**config.mk**
```make
export PLATFORM = sky130hd
export DESIGN_NAME = tsqr_tile_feeder
export DESIGN_NICKNAME = d
export VERILOG_FILES = /design/src/rtl/tsqr_feed_pkg.sv /design/src/rtl/tsqr_fi_credit.sv /design/src/rtl/tsqr_tile_feeder.sv
export SDC_FILE = /design/constraint.sdc
export NUM_CORES = 1
export LEC_CHECK = 0
export CAP_MARGIN = 30
export CORE_AREA = 5 5 279 281
export DETAILED_ROUTE_END_ITERATION = 16
export DIE_AREA = 0 0 284 286
export REMOVE_ABC_BUFFERS = 1
export SLEW_MARGIN = 25
export SYNTH_ARGS = -nofsm -noshare
export SYNTH_HDL_FRONTEND = slang
export SYNTH_SLANG_ARGS = --single-unit
```
**constraint.sdc**
```tcl
create_clock -name clk -period 3.38 [get_ports clk]
set_clock_uncertainty 0.1 [all_clocks]
set_input_delay 0.338 -clock clk [delete_from_list [all_inputs] [get_ports clk]]
set_output_delay 0.338 -clock clk [all_outputs]
set_load 0.02 [all_outputs]
```
**src/rtl/tsqr_feed_pkg.sv**
```systemverilog
// Shared types and defaults for the TSQR tile feeder.
package tsqr_feed_pkg;

    localparam int ROWS_DEF = 4;
    localparam int ST_DEF   = 4;
    localparam int DW_DEF   = 32;

    // Sequencer states: wait for a job, pick the next core, stream one tile, signal completion.
    typedef enum logic [1:0] {
        IDLE   = 2'd0,
        SEL    = 2'd1,
        STREAM = 2'd2,
        FIN    = 2'd3
    } feed_state_e;

    typedef logic [DW_DEF-1:0]        float_t;
    typedef logic [ST_DEF*DW_DEF-1:0] row_t;

    // Index width for a counter over n items; never narrower than one bit.
    function automatic int idx_width(input int n);
        return (n > 1) ? $clog2(n) : 1;
    endfunction

endpackage

```
**src/rtl/tsqr_fi_credit.sv**
```systemverilog
// Two-bank sticky finish credit for one core, with the expected-bank pointer.
module tsqr_fi_credit (
    input  logic clk,
    input  logic rst,
    input  logic clr,
    input  logic set0,
    input  logic set1,
    input  logic consume,
    output logic avail
);

    logic [1:0] credit_r;
    logic       exp_bank_r;

    // Latch finish pulses (a new pulse beats a same-cycle consume) and flip the expected bank on use.
    always_ff @(posedge clk) begin
        if (rst) begin
            credit_r   <= 2'b00;
            exp_bank_r <= 1'b0;
        end else if (clr) begin
            credit_r   <= 2'b00;
            exp_bank_r <= 1'b0;
        end else begin
            credit_r[0] <= set0 | (credit_r[0] & ~(consume & ~exp_bank_r));
            credit_r[1] <= set1 | (credit_r[1] & ~(consume &  exp_bank_r));
            if (consume) begin
                exp_bank_r <= ~exp_bank_r;
            end
        end
    end

    assign avail = credit_r[exp_bank_r];

endmodule

```
**src/rtl/tsqr_tile_feeder.sv**
```systemverilog
// Round-robin tile sequencer feeding one shared row stream to CORE_NO TSQR cores.
module tsqr_tile_feeder
    import tsqr_feed_pkg::*;
#(
    parameter int CORE_NO       = 1,
    parameter int ST            = ST_DEF,
    parameter int DW            = DW_DEF,
    parameter int ROWS          = ROWS_DEF,
    parameter int PREFILL_TILES = 3,
    parameter int CNT_WIDTH     = 16
) (
    input  logic                    clk,
    input  logic                    rst,
    input  logic                    start,
    input  logic [CNT_WIDTH-1:0]    tile_no,
    input  logic                    src_valid,
    output logic                    src_ready,
    input  logic [ST*DW-1:0]        src_ug,
    input  logic [ST*DW-1:0]        src_pg,
    input  logic [DW-1:0]           src_e_ug,
    input  logic [DW-1:0]           src_e_pg,
    input  logic [DW-1:0]           src_e_upg,
    output logic [CORE_NO*ST*DW-1:0] ug_i,
    output logic [CORE_NO*ST*DW-1:0] pg_i,
    output logic [CORE_NO*DW-1:0]   e_ug,
    output logic [CORE_NO*DW-1:0]   e_pg,
    output logic [CORE_NO*DW-1:0]   e_upg,
    output logic [CORE_NO-1:0]      ug_ready,
    output logic [CORE_NO-1:0]      pg_ready,
    output logic [CORE_NO-1:0]      e_ug_ready,
    output logic [CORE_NO-1:0]      e_pg_ready,
    output logic [CORE_NO-1:0]      e_upg_ready,
    input  logic [CORE_NO-1:0]      mem0_fi,
    input  logic [CORE_NO-1:0]      mem1_fi,
    output logic                    busy,
    output logic                    done
);

    localparam int RW  = ST * DW;
    localparam int CIW = idx_width(CORE_NO);
    localparam int BIW = idx_width(ROWS);

    feed_state_e            state_r;
    feed_state_e            state_s;
    logic [CNT_WIDTH-1:0]   tile_total_r;
    logic [CNT_WIDTH-1:0]   tile_idx_r;
    logic [BIW-1:0]         row_cnt_r;
    logic [CIW-1:0]         core_sel_r;
    logic [CNT_WIDTH-1:0]   core_tiles_r [CORE_NO];

    logic [CORE_NO-1:0]     consume_s;
    logic [CORE_NO-1:0]     avail_s;
    logic                   clr_s;
    logic                   accept_s;
    logic                   last_beat_s;
    logic                   prefill_s;

    logic [CORE_NO*RW-1:0]  ug_r;
    logic [CORE_NO*RW-1:0]  pg_r;
    logic [CORE_NO*DW-1:0]  e_ug_r;
    logic [CORE_NO*DW-1:0]  e_pg_r;
    logic [CORE_NO*DW-1:0]  e_upg_r;
    logic [CORE_NO-1:0]     row_stb_r;
    logic [CORE_NO-1:0]     e_stb_r;
    logic                   busy_r;
    logic                   done_r;

    assign clr_s       = (state_r == IDLE) && start;
    assign accept_s    = src_valid && (state_r == STREAM);
    assign last_beat_s = accept_s && (row_cnt_r == BIW'(ROWS - 1));
    assign prefill_s   = core_tiles_r[core_sel_r] < CNT_WIDTH'(PREFILL_TILES);

    for (genvar g = 0; g < CORE_NO; g++) begin : g_credit
        tsqr_fi_credit u_credit (
            .clk     (clk),
            .rst     (rst),
            .clr     (clr_s),
            .set0    (mem0_fi[g]),
            .set1    (mem1_fi[g]),
            .consume (consume_s[g]),
            .avail   (avail_s[g])
        );
    end

    // Next-state logic and credit consumption for the selected core.
    always_comb begin
        state_s   = state_r;
        consume_s = '0;
        case (state_r)
            IDLE: begin
                if (start) begin
                    if (tile_no == '0) begin
                        state_s = FIN;
                    end else begin
                        state_s = SEL;
                    end
                end else begin
                    state_s = IDLE;
                end
            end
            SEL: begin
                if (prefill_s) begin
                    state_s = STREAM;
                end else if (avail_s[core_sel_r]) begin
                    state_s               = STREAM;
                    consume_s[core_sel_r] = 1'b1;
                end else begin
                    state_s = SEL;
                end
            end
            STREAM: begin
                if (last_beat_s) begin
                    if (tile_idx_r == tile_total_r - CNT_WIDTH'(1)) begin
                        state_s = FIN;
                    end else begin
                        state_s = SEL;
                    end
                end else begin
                    state_s = STREAM;
                end
            end
            FIN: begin
                state_s = IDLE;
            end
            default: begin
                state_s = IDLE;
            end
        endcase
    end

    // State register plus tile, row, core-rotation and per-core tile counters.
    always_ff @(posedge clk) begin
        if (rst) begin
            state_r      <= IDLE;
            tile_total_r <= '0;
            tile_idx_r   <= '0;
            row_cnt_r    <= '0;
            core_sel_r   <= '0;
            for (int c = 0; c < CORE_NO; c++) begin
                core_tiles_r[c] <= '0;
            end
        end else begin
            state_r <= state_s;
            if (clr_s) begin
                tile_total_r <= tile_no;
                tile_idx_r   <= '0;
                row_cnt_r    <= '0;
                core_sel_r   <= '0;
                for (int c = 0; c < CORE_NO; c++) begin
                    core_tiles_r[c] <= '0;
                end
            end else if (last_beat_s) begin
                row_cnt_r                <= '0;
                tile_idx_r               <= tile_idx_r + CNT_WIDTH'(1);
                core_tiles_r[core_sel_r] <= core_tiles_r[core_sel_r] + CNT_WIDTH'(1);
                if (core_sel_r == CIW'(CORE_NO - 1)) begin
                    core_sel_r <= '0;
                end else begin
                    core_sel_r <= core_sel_r + CIW'(1);
                end
            end else if (accept_s) begin
                row_cnt_r <= row_cnt_r + BIW'(1);
            end
        end
    end

    // Registered core-side outputs: route an accepted beat to its core's slice and strobes.
    always_ff @(posedge clk) begin
        if (rst) begin
            ug_r      <= '0;
            pg_r      <= '0;
            e_ug_r    <= '0;
            e_pg_r    <= '0;
            e_upg_r   <= '0;
            row_stb_r <= '0;
            e_stb_r   <= '0;
            busy_r    <= 1'b0;
            done_r    <= 1'b0;
        end else begin
            for (int c = 0; c < CORE_NO; c++) begin
                if (accept_s && (core_sel_r == CIW'(c))) begin
                    ug_r[c*RW +: RW]    <= src_ug;
                    pg_r[c*RW +: RW]    <= src_pg;
                    e_ug_r[c*DW +: DW]  <= src_e_ug;
                    e_pg_r[c*DW +: DW]  <= src_e_pg;
                    e_upg_r[c*DW +: DW] <= src_e_upg;
                    row_stb_r[c]        <= 1'b1;
                    e_stb_r[c]          <= prefill_s;
                end else begin
                    row_stb_r[c] <= 1'b0;
                    e_stb_r[c]   <= 1'b0;
                end
            end
            busy_r <= (state_s == SEL) || (state_s == STREAM);
            done_r <= (state_r == FIN);
        end
    end

    assign src_ready   = (state_r == STREAM);
    assign ug_i        = ug_r;
    assign pg_i        = pg_r;
    assign e_ug        = e_ug_r;
    assign e_pg        = e_pg_r;
    assign e_upg       = e_upg_r;
    assign ug_ready    = row_stb_r;
    assign pg_ready    = row_stb_r;
    assign e_ug_ready  = e_stb_r;
    assign e_pg_ready  = e_stb_r;
    assign e_upg_ready = e_stb_r;
    assign busy        = busy_r;
    assign done        = done_r;

endmodule

```
==> results.ini <==
[outcome]
outcome = finished, final reports clean

[critical_path]
path_max_fanout = 8
r2r_cells = 8
arrival_ns = 2.28
start_kind = flip-flop
end_kind = output pin
r2r-start = tile_total_r[0]
critical_path_class = flip-flop to output pin
worst_ep_required_time_ns = 2.94
reg2reg_slack_ns = 0.92
cp-startpoint = state_r[1]

[routing]
wire_per_inst_um = 16.71
avgViaCountPerCell = 4.179
vias = 14960
routed_wl_mm = 59.83
route.detailed.drc = 0
ant_nets = 0
drtIter0Drc = 747
drt_pass1_iterations = 5

[global_routing]
grt_remaining_overflow = 0
met2_usage_pct = 23.43
grt.met3_usage_pct = 5.418
antenna_found_initial = 7
grt_max_degree = 164
top_usage_layer = met2
grt_pass1_wl_mm = 88.38
grtUsageTotal_pct = 13.70
grt_pass1_vias = 14460
use_met1_pct = 15.58

[synthesis]
synth_ff_type = dfxtp_1
synthTopCellsByArea = dfxtp_1 (52%), nand2_1 (19%), a21oi_1 (13%)
synth.largest_area_cell = dfxtp_1
synth_top_area_share_pct = 52.38
yosys_register_bits = 411
async_flop_share_pct = 0
ys_warn_count = 0
ys_seq_area_share_pct = 55.56
postSynthCellCount = 1888
synth_edf_count = 16
syn_area_per_cell_um2 = 7.996
yosysUniqueCellTypes = 55
synth_area_mm2 = 0.01510

[sta]
finalMaxSlewViolations = 0
setup_viol = 0
rsz0062_at_grt = no
fmax_ghz = 0.3677
final_hold_viol_count = 0
min_period_over_period_pct = 80.47
tightest_slew_ns = 0.9471
slew_headroom_pct = 36.86
period_needed_ns = 2.720

[die]
dieArea_mm2 = 0.08122
core_mm2 = 0.07519
fp.dieW_um = 284
rows = 101
ios = 734
initial_utilization_pct = 20.08
fp.dieH_um = 286

[clock_tree]
cts_sinks = 411
cts_resized = 0
cts_buffer_depth = 3
cts-root-buf = clkbuf_16
cts_max_level = 2
clkTransAtPathRegs_ns = 0.07
worst_skew_pair.late_latency_ns = 0.57
cts_made_buffers = 49
cts_tree = yes

[cells_and_area]
drive_gt1_share_pct = 4.692
design_area_mm2 = 0.02521
finish.utilization_pct = 33.53
area_growth_pct = 66.99
layout_common_cells = nand2_1 (758), clkdlybuf4s50_1 (732), dfxtp_1 (395)
nets = 2939
final_common_cell = nand2_1
instances_no_fill = 3581

[flow_run]
max-cap-violations = 0

[placement]
placed_area_mm2 = 0.02344
gp_congestion = 0.8397
dp_cells = 3487
io_buffers = 733
hpwl_mm = 43.49

[min_path]
hp-start = src_pg[4]
hold_path.class = primary input to flip-flop
holdPathStages = 3

[pwr]
vdd_ir_drop_max_uv = 367.1
powerDensity_mw_per_mm2 = 467.9
leakage_nw = 8.390

==> routing by layer <==
layer  vias to the layer above  part of all wire (%)  wire length, um
met3                       107                   8.7             5223
met5                         -                 0.045               27
met4                         4                   3.6             2152
met2                       498                    48            28560
met1                      6862                    40            23870
li1                       7493                     -                -
==> flip-flops by register name, summed over array words and instances (netlist names) <==
signal,flops
busy,1
core_tiles_r,16
done,1
e_pg,32
e_pg_ready,1
e_ug,32
e_upg,32
g_credit.u_credit.credit_r,2
g_credit.u_credit.exp_bank_r,1
pg_i,128
pg_ready,1
row_cnt_r,2
state_r,2
tile_idx_r,16
tile_total_r,16
ug_i,128
==> synth_stat cells (2+ instances only) <==
cell type and number:
and2_1 3, a21oi_1 378, buf_4 9, o21ai_0 3, nor2_1 48, clkbuf_1 96, buf_6 2, or3_1 3
inv_1 6, buf_2 30, a311oi_1 2, edfxtp_1 16, dfxtp_1 395, nand4_1 10, nand2b_1 4, xnor2_1 19
xor2_1 30, nand2_1 759, and3_1 7, nor4_1 10, nor3_1 8, nor4_2 2, ha_1 4, nand3_1 13
==> stage by stage <==
stage / power (mW) / TNS (ns) / setup slack (ns) / hold WS [ns]
after detailed placement: 6.187 / 0 / 0.8154 / 0.3455
after CTS: 12.03 / 0 / 0.5821 / 0.1329
after global routing: 12.28 / 0 / 0.5284 / 0.1547
after global placement: 6.186 / 0 / 0.8516 / 0.3401
after floorplan: 5.459 / -1427.83 / -4.827 / 0.3071
final: 11.80 / 0 / 0.6602 / 0.1955
==> logic make-up after synthesis <==
family | count (synthesis) | share of synthesized area, %
and+or+nand+nor | 882 | 23.55
DFF | 411 | 55.56
AOI/OAI and AO/OA | 397 | 13.49
buffers and inverters | 144 | 4.152
xor gates and xnor gates | 49 | 2.843
adders and majority gates | 4 | 0.3315
muxes | 1 | 0.06630
==> repair_timing <==
action                     CTS  global route
setup buffers                0             0
setup endpoints to repair    0             0
hold buffers                 1             0
hold endpoints to repair    27             0
==> worst paths after layout <==
check,end
worst max register to register,busy
worst min-delay path,pg_i[4]
worst max-delay path,src_ready
worst min register to register,ug_i[67]
==> critical path, stage by stage (launching register included) <==
cell	delay, ns
dfxtp_1	0.49
nor2b_1	0.44
clkdlybuf4s50_1	0.79
==> cell type report <==
| type | instances | area (um2) |
|---|---|---|
| clock buffers | 69 | 1476 |
| fillers | 7848 | 49980 |
| well taps | 978 | 1224 |
| diodes | 3 | 7.507 |
| flip-flops and latches | 411 | 8388 |
| clock inverters | 21 | 277.8 |
| inverters | 6 | 22.52 |
| repair buffers | 760 | 7722 |
| multi-input cells | 1333 | 6092 |
==> report_power, final <==
group	leakage, nW	switching [mW]	internal [mW]
clock	0.866	2.21	3.51
sequential	3.36	0.0698	4.96
combinational	4.16	0.444	0.604
total	8.39	2.72	9.07
Note: power is estimated with default switching activity, not from simulation.
